==> src/rtl/shift_unit_if.sv <==
// Bundle of the two requester channels and the result channel of the shared
// shift unit. The clients and consumer drive "master"; the arbiter uses "slave".
interface shift_unit_if;
    logic        req0_valid;
    logic        req0_ready;
    logic [31:0] req0_data;
    logic [4:0]  req0_shamt;
    logic [1:0]  req0_op;

    logic        req1_valid;
    logic        req1_ready;
    logic [31:0] req1_data;
    logic [4:0]  req1_shamt;
    logic [1:0]  req1_op;

    logic        out_valid;
    logic        out_ready;
    logic [31:0] out_result;
    logic        out_id;
    logic        out_err;

    modport master (
        output req0_valid, req0_data, req0_shamt, req0_op,
        output req1_valid, req1_data, req1_shamt, req1_op,
        output out_ready,
        input  req0_ready, req1_ready,
        input  out_valid, out_result, out_id, out_err
    );

    modport slave (
        input  req0_valid, req0_data, req0_shamt, req0_op,
        input  req1_valid, req1_data, req1_shamt, req1_op,
        input  out_ready,
        output req0_ready, req1_ready,
        output out_valid, out_result, out_id, out_err
    );
endinterface

==> src/rtl/shift_unit_arbiter.sv <==
// Shares one 32-bit SLL/SRL/SRA datapath between two requesters.
// Round-robin grant in S_IDLE, one registered shift cycle in S_EXEC, and the
// tagged result held in S_DONE until the consumer takes it.
module shift_unit_arbiter (
    input  logic         clk,
    input  logic         rst,
    shift_unit_if.slave  bus
);
    localparam int N   = 32;
    localparam int SHW = $clog2(N);

    typedef enum logic [1:0] {
        S_IDLE = 2'd0,
        S_EXEC = 2'd1,
        S_DONE = 2'd2
    } state_t;

    state_t           state_q, state_d;
    logic             last_grant_q, last_grant_d;
    logic [N-1:0]     data_q, data_d;
    logic [SHW-1:0]   shamt_q, shamt_d;
    logic [1:0]       op_q, op_d;
    logic             id_q, id_d;
    logic [N-1:0]     out_result_q, out_result_d;
    logic             out_id_q, out_id_d;
    logic             out_err_q, out_err_d;

    logic             grant_any;
    logic             grant_id;
    logic [N-1:0]     sll_res;
    logic [N-1:0]     srl_res;
    logic [N-1:0]     sra_res;
    logic [N-1:0]     shift_sel;

    // Round-robin pick: a lone requester wins; on a tie the one not served last wins.
    always_comb begin
        grant_any = bus.req0_valid | bus.req1_valid;
        if (bus.req0_valid && bus.req1_valid) begin
            grant_id = ~last_grant_q;
        end else begin
            grant_id = bus.req1_valid;
        end
    end

    // The three shifters always look at the captured operands; op selects one.
    assign sll_res = data_q << shamt_q;
    assign srl_res = data_q >> shamt_q;
    assign sra_res = $unsigned($signed(data_q) >>> shamt_q);

    // Op decode; the illegal encoding passes the operand through untouched.
    always_comb begin
        case (op_q)
            2'b00:   shift_sel = sll_res;
            2'b01:   shift_sel = srl_res;
            2'b11:   shift_sel = sra_res;
            default: shift_sel = data_q;
        endcase
    end

    // Next-state, capture and result loading; ready is combinational and only in idle.
    always_comb begin
        state_d       = state_q;
        last_grant_d  = last_grant_q;
        data_d        = data_q;
        shamt_d       = shamt_q;
        op_d          = op_q;
        id_d          = id_q;
        out_result_d  = out_result_q;
        out_id_d      = out_id_q;
        out_err_d     = out_err_q;
        bus.req0_ready = 1'b0;
        bus.req1_ready = 1'b0;

        case (state_q)
            S_IDLE: begin
                if (grant_any && !rst) begin
                    bus.req0_ready = ~grant_id;
                    bus.req1_ready = grant_id;
                    data_d         = grant_id ? bus.req1_data  : bus.req0_data;
                    shamt_d        = grant_id ? bus.req1_shamt : bus.req0_shamt;
                    op_d           = grant_id ? bus.req1_op    : bus.req0_op;
                    id_d           = grant_id;
                    last_grant_d   = grant_id;
                    state_d        = S_EXEC;
                end
            end
            S_EXEC: begin
                out_result_d = shift_sel;
                out_id_d     = id_q;
                out_err_d    = (op_q == 2'b10);
                state_d      = S_DONE;
            end
            S_DONE: begin
                if (bus.out_ready) begin
                    state_d = S_IDLE;
                end
            end
            default: state_d = S_IDLE;
        endcase
    end

    // State and datapath registers; reset discards any in-flight operation.
    always_ff @(posedge clk or posedge rst) begin
        if (rst) begin
            state_q      <= S_IDLE;
            last_grant_q <= 1'b1;
            data_q       <= '0;
            shamt_q      <= '0;
            op_q         <= '0;
            id_q         <= 1'b0;
            out_result_q <= '0;
            out_id_q     <= 1'b0;
            out_err_q    <= 1'b0;
        end else begin
            state_q      <= state_d;
            last_grant_q <= last_grant_d;
            data_q       <= data_d;
            shamt_q      <= shamt_d;
            op_q         <= op_d;
            id_q         <= id_d;
            out_result_q <= out_result_d;
            out_id_q     <= out_id_d;
            out_err_q    <= out_err_d;
        end
    end

    assign bus.out_valid  = (state_q == S_DONE);
    assign bus.out_result = out_result_q;
    assign bus.out_id     = out_id_q;
    assign bus.out_err    = out_err_q;
endmodule
==> src/flat_wrapper.sv <==
// flat-port wrapper written by rule: the top's interface ports become plain ports
module shift_unit_arbiter_flat 
  (clk, rst, bus_req0_valid, bus_req0_data, bus_req0_shamt, bus_req0_op, bus_req1_valid, bus_req1_data, bus_req1_shamt, bus_req1_op, bus_out_ready, bus_req0_ready, bus_req1_ready, bus_out_valid, bus_out_result, bus_out_id, bus_out_err);
  shift_unit_if bus_i ();
  input  logic clk;
  input  logic rst;
  input wire logic [$bits(bus_i.req0_valid)-1:0] bus_req0_valid;
  input wire logic [$bits(bus_i.req0_data)-1:0] bus_req0_data;
  input wire logic [$bits(bus_i.req0_shamt)-1:0] bus_req0_shamt;
  input wire logic [$bits(bus_i.req0_op)-1:0] bus_req0_op;
  input wire logic [$bits(bus_i.req1_valid)-1:0] bus_req1_valid;
  input wire logic [$bits(bus_i.req1_data)-1:0] bus_req1_data;
  input wire logic [$bits(bus_i.req1_shamt)-1:0] bus_req1_shamt;
  input wire logic [$bits(bus_i.req1_op)-1:0] bus_req1_op;
  input wire logic [$bits(bus_i.out_ready)-1:0] bus_out_ready;
  output wire logic [$bits(bus_i.req0_ready)-1:0] bus_req0_ready;
  output wire logic [$bits(bus_i.req1_ready)-1:0] bus_req1_ready;
  output wire logic [$bits(bus_i.out_valid)-1:0] bus_out_valid;
  output wire logic [$bits(bus_i.out_result)-1:0] bus_out_result;
  output wire logic [$bits(bus_i.out_id)-1:0] bus_out_id;
  output wire logic [$bits(bus_i.out_err)-1:0] bus_out_err;
  assign bus_i.req0_valid = bus_req0_valid;
  assign bus_i.req0_data = bus_req0_data;
  assign bus_i.req0_shamt = bus_req0_shamt;
  assign bus_i.req0_op = bus_req0_op;
  assign bus_i.req1_valid = bus_req1_valid;
  assign bus_i.req1_data = bus_req1_data;
  assign bus_i.req1_shamt = bus_req1_shamt;
  assign bus_i.req1_op = bus_req1_op;
  assign bus_i.out_ready = bus_out_ready;
  assign bus_req0_ready = bus_i.req0_ready;
  assign bus_req1_ready = bus_i.req1_ready;
  assign bus_out_valid = bus_i.out_valid;
  assign bus_out_result = bus_i.out_result;
  assign bus_out_id = bus_i.out_id;
  assign bus_out_err = bus_i.out_err;
  shift_unit_arbiter u_core (.clk(clk), .rst(rst), .bus(bus_i));
endmodule
==> config.mk <==
export PLATFORM = sky130hd
export DESIGN_NAME = shift_unit_arbiter_flat
export DESIGN_NICKNAME = d
export VERILOG_FILES = /design/src/rtl/shift_unit_if.sv /design/src/rtl/shift_unit_arbiter.sv /design/src/flat_wrapper.sv
export SDC_FILE = /design/constraint.sdc
export NUM_CORES = 1
export LEC_CHECK = 0
export ABC_CLOCK_PERIOD_IN_PS = 2810
export CAP_MARGIN = 20
export CORE_ASPECT_RATIO = 0.75
export CORE_MARGIN = 4
export CORE_UTILIZATION = 30
export DETAILED_ROUTE_END_ITERATION = 10
export PLACE_DENSITY = 0.55
export SLEW_MARGIN = 10
export SYNTH_ARGS = -nofsm -noshare
export SYNTH_HDL_FRONTEND = slang
export SYNTH_SLANG_ARGS = --single-unit
export TNS_END_PERCENT = 5
==> constraint.sdc <==
create_clock -name clk -period 2.81 [get_ports clk]
set_input_delay 0.562 -clock clk [delete_from_list [all_inputs] [get_ports clk]]
set_output_delay 0.562 -clock clk [all_outputs]
set_load 0.01 [all_outputs]
# Word-level counts from Yosys, hierarchy flattened
# Index checks and enable logic that the tools add are counted.
# classes
n_eq_ne	7
shift	3
bitwise	3
muxes	12
reduce_logical	7
# ops
cell	count
$pmux W32 S3	1
$mux W32	1
$shl A32 B5 Y32	1
$shr A32 B5 Y32	1
$sshr A32 B5 Y32	1
$eq A2 B2 Y1 const B	3
$mux W2	3
$pmux W2 S3	1
$mux W1	5
$mux W5	1
$eq A2 B1 Y1 const B	2
$logic_not A2 Y1	2
$reduce_and A2 Y1	2
$logic_and A1 B1 Y1	2
$ne A2 B1 Y1 const B	1
$ne A2 B2 Y1 const B	1
$not A1 Y1	2
$logic_not A1 Y1	1
$or A1 B1 Y1	1
# totals
out_inout_bits	37
ff_bits	77
in_bits	83

# Depth between registers and ports, before layout
# Gate-level depths: netlist of run 1.
# depth
ltp_word	5
depth_mapped	10
depth_no_buf	6

# Worst setup path after synthesis of run 1
# No wires, ideal clock.
# synth_path
kind	register to register
start	register u_core.shamt_q[0]
end	register u_core.out_result_q[14] (netlist: u_core.bus.out_result[14])
setup_time_ns	0.119
arrival_ns	1.909
t_required_ns	2.691
path_stages_with_launch	9
slack_ns	0.782
period_less_slack_ns	2.028
path_buffers	2
path_cell_list	dfrtp_1 > buf_6 > buf_6 > mux2_1 > mux4_2 > a222oi_1 > o21ai_1 > a21oi_1 > nor2_1
# synth_between
elab_chain_cells	2
word_cells_on_any_way	4
cone_classes	shift (3); mux (1)
# synth_lines
item	line_no	text
start, declared	shift_unit_arbiter.sv:21	logic [SHW-1:0] shamt_q, shamt_d;
start signal, assigned	shift_unit_arbiter.sv:118	shamt_q <= shamt_d;
$sshr A32 B5 Y32 (tied with other cells)	shift_unit_arbiter.sv:48	assign sra_res = $unsigned($signed(data_q) >>> shamt_q);
$pmux W32 S3 *	shift_unit_arbiter.sv:52	case (op_q)
end signal, assigned	shift_unit_arbiter.sv:121	out_result_q <= out_result_d;
end, declared	shift_unit_arbiter.sv:24	logic [N-1:0] out_result_q, out_result_d;
# Every way passes the cells marked *; elsewhere a longest branch is shown, timed or not.
# A chain may end at the register's enable or synchronous reset.

# Final worst setup path of run 1
# layout_path
start	input rst
end	output bus_req1_ready
# layout_between
elab_chain_cells	4
# layout_lines
item	line_no	text
start, declared	flat_wrapper.sv:6	input logic rst;
$logic_not A1 Y1	shift_unit_arbiter.sv:76	if (grant_any && !rst) begin
$logic_and A1 B1 Y1	shift_unit_arbiter.sv:76	
$mux W1	shift_unit_arbiter.sv:76	
$mux W1	shift_unit_arbiter.sv:74	case (state_q)
end, declared	flat_wrapper.sv:17	output wire logic [$bits(bus_i.req1_ready)-1:0] bus_req1_ready;
# No other way between the ends.

==> run_results.csv, run 1 <==
group,metric,value,unit
timing,clock_skew,0.00801,ns
critical_path,reg2reg_depth,7,
power,power_frac_comb,72.0,%
synth,yosys_warnings,0,
clock_network,cts-root-buf,"clkbuf_16",
die,rows,49,
clock_network,htreeDepth,3,
layout,drive_above_1_share,20.3,%
die,fp.dieW,190,um
die,die_h,145,um
clock_network,clk_pin_slew,0.07,ns
synth,synth_commonest_cells,"117 x nand2_1, 102 x mux2i_1, 76 x dfrtp_1",
timing,rsz0062_at_grt,"no",
routing,wl_per_cell,27.1,um
layout,antenna_cells,0,
placement,io_buffers,119,
synth,synth-edff-count,0,
global_routing,grt_overflow_total,0,
layout,multi_input_comb_area,0.00512,mm2
power,p_leak,4.07,nW
routing,firstDrtPassIters,6,
die,io_pins,120,
run,cap_violations,0,
die,dieArea,0.0275,mm2
layout,fin_util,41.1,%
synth,yosys.area.top_type_share,25.5,%
timing,period_minus_slack,2.71,ns
layout,fill_cells,2441,
layout,areaGrowthSynthToFinish,33.4,%
min_path,hold_path_class,"register to register",
synth,yosys.area.top_type,"dfrtp_1",
timing,setup_viol,0,
run_status,status,"complete, no violations",
global_routing,grtUsageMet2,39.7,%
routing,drt-initial-drc-count,1169,
critical_path,worstSetupEndpointType,"output port",
synth,synthArstFlopShare,100,%
clock_network,worstSkewPairLatency,0.36,ns
routing,postRouteWirelength,37.1,mm
global_routing,grt_pass1_wl,54.0,mm
timing,max_slew.worst_pin.slew,0.874,ns
routing,ant_nets,0,
timing,fin_hold_ws,0.471,ns
global_routing,met1_usage,37.2,%
timing,fin_crit_sh,96.4,%
clock_network,cts_hold_buf,0,
power,internal_power,0.00641,W
critical_path,crit_fanout,4,
min_path,min_path_cells,2,
critical_path,start_kind,"input port",
synth,synth_most_common_cell,"nand2_1",
routing,post-route-drc-count,0,
synth,ys_seq_area_share,25.8,%
clock_network,cts_tree,"done",
global_routing,grt_pass1_vias,7886,
global_routing,antenna_found_initial,2,
synth,synthFlopType,"dfrtp_1",
power,power_frac_seq,19.2,%
routing,vias,8261,
synth,synth_cell_type_count,67,
power,p_per_area,1360,mW/mm2
placement,hpwlAfterDp,28.7,mm
die,core,0.0242,mm2
clock_network,cts_buffers,9,
timing,timing.fmax,0.369,GHz
synth,ys_top_cells_by_area,"dfrtp_1 25%, mux2i_1 14%, mux4_2 7.2%",
critical_path,worst_ep_arrival_time,2.15,ns
routing,drt-vias-per-instance,6.03,
timing,slew_viol_final,0,
timing,finalHoldViolations,0,
synth,synth.avg_cell_area,8.54,um2
timing,slew_headroom,41.7,%
critical_path,criticalPathCategory,"input port to output port",
global_routing,met3_usage,7.48,%
global_routing,grt_busiest_layer,"met2",
global_routing,track_usage,26.6,%
synth,synth_seq_cells,77,
critical_path,critical_path_required,2.25,ns
power,vdd_drop_max,0.480,mV
die,start_util,30.8,%
power,p_switching,0.00709,W
synth,synth.net_count,957,
power,swShare,52.5,%
synth,synthCells,874,
global_routing,grt_max_degree,78,
synth,netlist_area,0.00746,mm2
layout,register_area,0.00193,mm2
clock_network,clk_path_buf_depth,2,
power,p_clk_share,8.8,%
placement,gp_routability_congestion,0.988,
layout,nets,1116,
clock_network,clock-sinks,77,
-- cell usage in the layout, fill, tap and decap left out, types with 21 or more instances in the layout --
master,count
o21ai_0,60
a22oi_1,23
a21oi_1,33
o22ai_1,21
nor2_1,54
clkdlybuf4s50_1,118
mux2i_1,102
nand2_1,117
mux2_2,36
buf_4,111
mux4_2,24
dfrtp_1,73
-- metal layers --
layer / vias to the layer above / routed length [um]
li1: 3658 / -
met1: 3962 / 15900
met3: 86 / 4190
met2: 551 / 15800
met4: 4 / 1160
met5: - / 26
-- repair_timing --
item	CTS	global route
setup endpoints to repair	1	0
setup buffers	0	0
endpoints found under the hold margin	0	0
resized for setup	4	0
-- path summary, 6_finish.rpt --
| path | endpoint | slack [ns] | from |
|---|---|---|---|
| max reg2reg | u_core.bus.out_result[14]$_DFFE_PP0N_ | 0.29 | u_core.shamt_q[0]$_DFFE_PP0P_ |
| max in group asynchronous | u_core.shamt_q[0]$_DFFE_PP0P_ | 1.68 | rst |
| max | bus_req1_ready | 0.10 | rst |
| min reg2reg | u_core.bus.out_id$_DFFE_PP0N_ | 0.47 | u_core.bus.out_id$_DFFE_PP0N_ |
| min | u_core.bus.out_id$_DFFE_PP0N_ | 0.47 | u_core.bus.out_id$_DFFE_PP0N_ |
| min in group asynchronous | u_core.shamt_q[4]$_DFFE_PP0P_ | 0.50 | rst |
-- cell type report --
| class | count | area share [%] |
|---|---|---|
| Multi-Input combinational cell | 700 | 51.4 |
| Sequential cell | 77 | 19.4 |
| Inverter | 7 | 0.276 |
| Clock inverter | 7 | 0.578 |
| Tap cell | 331 | 4.16 |
| Clock buffer | 9 | 2.26 |
| Timing Repair Buffer | 238 | 21.9 |
-- registers in the layout, indices dropped and copies added, names as in the netlist --
| signal | flops |
|---|---|
| u_core.shamt_q | 5 |
| u_core.bus.out_id | 1 |
| u_core.bus.out_err | 1 |
| u_core.bus.out_result | 32 |
| u_core.data_q | 32 |
| u_core.last_grant_q | 1 |
| u_core.state_q | 2 |
| u_core.op_q | 2 |
| u_core.id_q | 1 |
-- power by group through the flow --
stage	clock network, W	logic (W)	registers (W)
final	0.00118	0.00972	0.00259
after global routing	0.00125	0.0102	0.00265
after CTS	0.00122	0.00948	0.00256
after detailed placement	0	0.00942	0.00257
after global placement	0	0.00948	0.00257
after floorplan	0	0.00550	0.00201
-- cells by family after synthesis --
| group | after synthesis | share of synthesized area, % |
|---|---|---|
| compound gates | 276 | 25.4 |
| buf+inv | 97 | 6.08 |
| flops | 77 | 25.8 |
| simple gates | 255 | 15.1 |
| mux | 169 | 27.6 |
-- worst max-delay path, cell delays in order --
cell,delay [ns]
clkdlybuf4s50_1,0.45
nor3_2,0.21
buf_4,0.15
o21ai_4,0.07
nor2b_1,0.15
clkdlybuf4s50_1,0.55
-- through the flow --
step	total power (W)	setup WS, ns	setup TNS [ns]	instance area, um2	cells
2_1_floorplan	0.00751	0.283	0	7460	874
5_1_grt	0.0141	0.0120	0	9960	1369
3_5_place_dp	0.0120	-0.399	-0.399	9670	1353
4_1_cts	0.0133	0.0673	0	9960	1369
3_3_place_gp	0.0120	-0.387	-0.387	9670	1353
6_report	0.0135	0.102	0	9960	1369
Power figures use the tool's default switching activity.
==> run 2: changes to the inputs <==
- PLACE_DENSITY: 0.55 -> not set
==> run_results.csv, run 2 (same netlist as run 1, synthesis figures left out) <==
group,metric,value,unit
run_status,status,"complete, no violations",
clock_network,htreeDepth,3,
die,io_pins,120,
routing,post-route-drc-count,0,
critical_path,start_kind,"register",
global_routing,grt_overflow_total,0,
layout,drive_above_1_share,18.7,%
placement,hpwlAfterDp,27.4,mm
routing,ant_nets,0,
timing,slew_viol_final,0,
global_routing,grt_pass1_vias,7751,
timing,fin_hold_ws,0.479,ns
timing,rsz0062_at_grt,"no",
critical_path,reg2reg_depth,8,
timing,slew_headroom,41.4,%
global_routing,track_usage,25.6,%
die,start_util,30.8,%
clock_network,clock-sinks,77,
placement,dp_slack,0.0148,ns
routing,drt-vias-per-instance,6.15,
global_routing,grt_max_degree,82,
routing,drt-initial-drc-count,1417,
clock_network,cts_buffers,9,
critical_path,worstSetupEndpointType,"register",
timing,clock_skew,0.0132,ns
global_routing,grt_pass1_wl,52.5,mm
routing,wl_per_cell,26.7,um
min_path,min_from,"u_core.bus.out_err$_DFFE_PP0N_",
critical_path,worstReg2RegStart,"u_core.shamt_q[0]$_DFFE_PP0P_",
timing,setup_viol,0,
run,cap_violations,0,
die,dieArea,0.0275,mm2
min_path,hold_path_class,"register to register",
layout,mostFrequentLayoutCells,"118 x clkdlybuf4s50_1, 117 x nand2_1, 102 x mux2i_1",
timing,max_slew.worst_pin.slew,0.875,ns
placement,io_buffers,119,
timing,timing.fmax,0.370,GHz
routing,vias,8315,
critical_path,reg2reg_to,"u_core.bus.out_result[29]$_DFFE_PP0N_",
placement,placed_cell_area,0.00949,mm2
layout,fill_cells,2461,
power,vdd_drop_max,0.507,mV
die,fp.dieW,190,um
clock_network,clk_path_buf_depth,2,
timing,period_minus_slack,2.70,ns
routing,firstDrtPassIters,6,
critical_path,rrSetupSlack,0.11,ns
min_path,worstHoldEndpoint,"u_core.bus.out_err$_DFFE_PP0N_",
layout,areaGrowthSynthToFinish,32.0,%
timing,fin_crit_sh,96.1,%
clock_network,worstSkewPairLatency,0.37,ns
die,core,0.0242,mm2
clock_network,clk_pin_slew,0.06,ns
layout,mostFrequentLayoutCell,"clkdlybuf4s50_1",
die,rows,49,
critical_path,worst_ep_arrival_time,2.93,ns
critical_path,critical_path_required,3.04,ns
timing,worst_slack,0.110,ns
placement,gp_routability_congestion,1.04,
power,p_per_area,1360,mW/mm2
critical_path,criticalPathCategory,"register to register",
clock_network,cts-root-buf,"clkbuf_16",
layout,design_area,0.00985,mm2
die,die_h,145,um
min_path,min_path_cells,2,
layout,nets,1098,
critical_path,crit_fanout,18,
global_routing,antenna_found_initial,0,
timing,finalHoldViolations,0,
clock_network,cts_tree,"done",
power,p_leak,4.01,nW
routing,postRouteWirelength,36.0,mm
layout,antenna_cells,0,
==> run 2: power by group <==
part	switching [W]	total [W]	internal [W]	leakage, nW
logic	0.00538	0.00938	0.00400	2.88
registers	0.00102	0.00260	0.00158	0.956
clock network	0.000503	0.00139	0.000891	0.167
==> run 2: routing by layer <==
layer  vias to the layer above  track usage (%)  share of wire (%)
li1                       3609                -                  -
met5                         -                0                  0
met1                      4044             37.2                 44
met2                       584             36.9                 41
met4                         0             7.97                3.2
met3                        78             7.26                 12
==> run 2: worst max-delay path by stage <==
stage | from | slack [ns] | to
global placement | rst | -0.05 | bus_req0_ready
global route | u_core.shamt_q[0]$_DFFE_PP0P_ | 0.05 | u_core.bus.out_result[29]$_DFFE_PP0N_
detailed placement | rst | 0.01 | bus_req0_ready
CTS | rst | 0.004 | bus_req0_ready
finish | u_core.shamt_q[0]$_DFFE_PP0P_ | 0.11 | u_core.bus.out_result[29]$_DFFE_PP0N_
floorplan | rst | 0.28 | u_core.bus.out_err$_DFFE_PP0N_
==> run 2: timing repair <==
action,CTS,global route
buffers inserted,0,1
hold buffers,0,0
resized for setup,0,2
setup endpoints to repair,0,4
==> run 2: worst max-delay path, stage by stage, from the launching register on <==
cell	delay, ns
dfrtp_4	0.62
buf_12	0.21
buf_4	0.20
mux4_2	0.51
and3_1	0.20
a31oi_1	0.13
nand3_1	0.19
a21oi_1	0.37
a21oi_1	0.12
==> run 2: layout make-up <==
| type | count | area, um2 | share of cell area [%] |
|---|---|---|---|
| Sequential cell | 77 | 1930 | 19.6 |
| Timing Repair Buffer | 220 | 2030 | 20.6 |
| Multi-Input combinational cell | 700 | 5110 | 51.9 |
| Tap cell | 331 | 414 | 4.20 |
| Clock buffer | 12 | 246 | 2.50 |
| Clock inverter | 4 | 95.1 | 0.965 |
| Inverter | 7 | 27.5 | 0.279 |
==> run 2: metrics by stage <==
step | setup TNS (ns) | power [W] | utilization, % | cells
after floorplan | 0 | 0.00751 | - | 874
after global placement | -0.0543 | 0.0116 | 39.2 | 1334
after detailed placement | 0 | 0.0115 | 39.2 | 1334
after CTS | 0 | 0.0130 | 40.6 | 1350
after global routing | 0 | 0.0139 | 40.7 | 1351
final | 0 | 0.0134 | 40.7 | 1351
==> run 3: changes to the inputs <==
- CORE_UTILIZATION: 30 -> 34
==> run_results.csv, run 3 (same netlist as run 1, synthesis figures left out) <==
group,metric,value,unit
run_status,status,"complete, no violations",
routing,post-route-drc-count,0,
die,io_pins,120,
critical_path,worst_ep_arrival_time,2.10,ns
routing,postRouteWirelength,35.1,mm
critical_path,critical_path.startpoint,"bus_req1_valid",
critical_path,worstReg2RegStart,"u_core.shamt_q[0]$_DFFE_PP0P_",
routing,ant_nets,0,
placement,hpwlAfterDp,27.2,mm
timing,period_minus_slack,2.66,ns
routing,firstDrtPassIters,6,
die,dieArea,0.0244,mm2
die,rows,46,
timing,finalHoldViolations,0,
placement,io_buffers,119,
global_routing,grt_max_degree,80,
power,vdd_drop_max,0.525,mV
clock_network,clock-sinks,77,
clock_network,htreeDepth,3,
timing,max_slew.worst_pin.slew,0.881,ns
timing,fin_hold_ws,0.480,ns
power,power.total,0.0134,W
timing,slew_viol_final,0,
global_routing,grt_pass1_vias,7826,
routing,drt-initial-drc-count,1105,
critical_path,worstSetupEndpointType,"output port",
clock_network,cts-root-buf,"clkbuf_16",
global_routing,grt_overflow_total,0,
layout,mostFrequentLayoutCell,"clkdlybuf4s50_1",
placement,dp_slack,-0.103,ns
timing,slew_headroom,41.1,%
timing,timing.fmax,0.376,GHz
clock_network,clk_path_buf_depth,2,
routing,wl_per_cell,26.6,um
placement,gp_routability_congestion,1.02,
timing,worst_slack,0.149,ns
clock_network,cts_buffers,9,
clock_network,worstSkewPairLatency,0.36,ns
min_path,hold_path_class,"register to register",
die,die_h,136,um
timing,setup_viol,0,
min_path,min_from,"u_core.bus.out_id$_DFFE_PP0N_",
critical_path,rrSetupSlack,0.21,ns
global_routing,grt_pass1_wl,51.5,mm
critical_path,crit_fanout,3,
routing,vias,8250,
clock_network,cts_hold_buf,0,
run,cap_violations,0,
die,start_util,35.0,%
global_routing,antenna_found_initial,1,
layout,multi_input_comb_area,0.00511,mm2
timing,clock_skew,0.00508,ns
layout,fin_util,46.2,%
layout,nets,1109,
die,core,0.0214,mm2
layout,register_area,0.00193,mm2
clock_network,clk_pin_slew,0.06,ns
timing,setup_tns,0,ns
layout,areaGrowthSynthToFinish,32.2,%
routing,drt-vias-per-instance,6.25,
critical_path,start_kind,"input port",
critical_path,critical_path_required,2.25,ns
layout,fill_cells,2085,
clock_network,cts_tree,"done",
global_routing,track_usage,28.5,%
critical_path,criticalPathCategory,"input port to output port",
power,p_leak,4.06,nW
die,fp.dieW,179,um
layout,mostFrequentLayoutCells,"118 x clkdlybuf4s50_1, 117 x nand2_1, 106 x buf_4",
layout,antenna_cells,0,
layout,drive_above_1_share,19.6,%
timing,rsz0062_at_grt,"no",
timing,fin_crit_sh,94.7,%
power,p_per_area,1360,mW/mm2
## run 3: routing by layer
layer | routed length [um] | vias to the layer above | track usage (%)
met3 | 3570 | 72 | 6.01
met5 | 0 | - | 0
met4 | 1130 | 0 | 8.08
met2 | 14900 | 538 | 42.6
li1 | - | 3635 | -
met1 | 15500 | 4005 | 41.7
## run 3: worst paths after layout
check	cells past startpoint	endpoint
setup / recovery	4	bus_req1_ready
hold / removal	2	u_core.bus.out_id$_DFFE_PP0N_
setup reg to reg	8	u_core.bus.out_result[14]$_DFFE_PP0N_
hold reg to reg	2	u_core.bus.out_id$_DFFE_PP0N_
max in group asynchronous	3	u_core.shamt_q[0]$_DFFE_PP0P_
min in group asynchronous	2	u_core.bus.out_result[29]$_DFFE_PP0N_
## run 3: critical path, cell delays in order
cell,delay (ns)
clkdlybuf4s50_1,0.54
a21boi_4,0.25
nor2b_1,0.19
clkdlybuf4s50_1,0.55
## run 3: per-stage QoR
step / cells / cell area [um2]
global route: 1319 / 9870
CTS: 1319 / 9870
finish: 1319 / 9870
detailed placement: 1303 / 9530
floorplan: 874 / 7460
global placement: 1303 / 9530
## run 3: repair_timing
item / CTS / global route
endpoints found under the setup margin: 1 / 1
setup buffers: 0 / 0
resized for setup: 2 / 1
## run 3: power by group
part / internal, W / leakage, nW / switching (W) / total (W)
clock network: 0.000804 / 0.152 / 0.000521 / 0.00133
registers: 0.00158 / 0.956 / 0.000986 / 0.00257
logic: 0.00412 / 2.95 / 0.00538 / 0.00950
## run 3: cell type report
type | instances | area share (%)
clock inverter | 5 | 0.849
clock buffer | 11 | 2.46
tap | 288 | 3.65
inverter | 7 | 0.279
timing repair buffer | 231 | 21.4
multi-input combinational | 700 | 51.8
sequential | 77 | 19.6
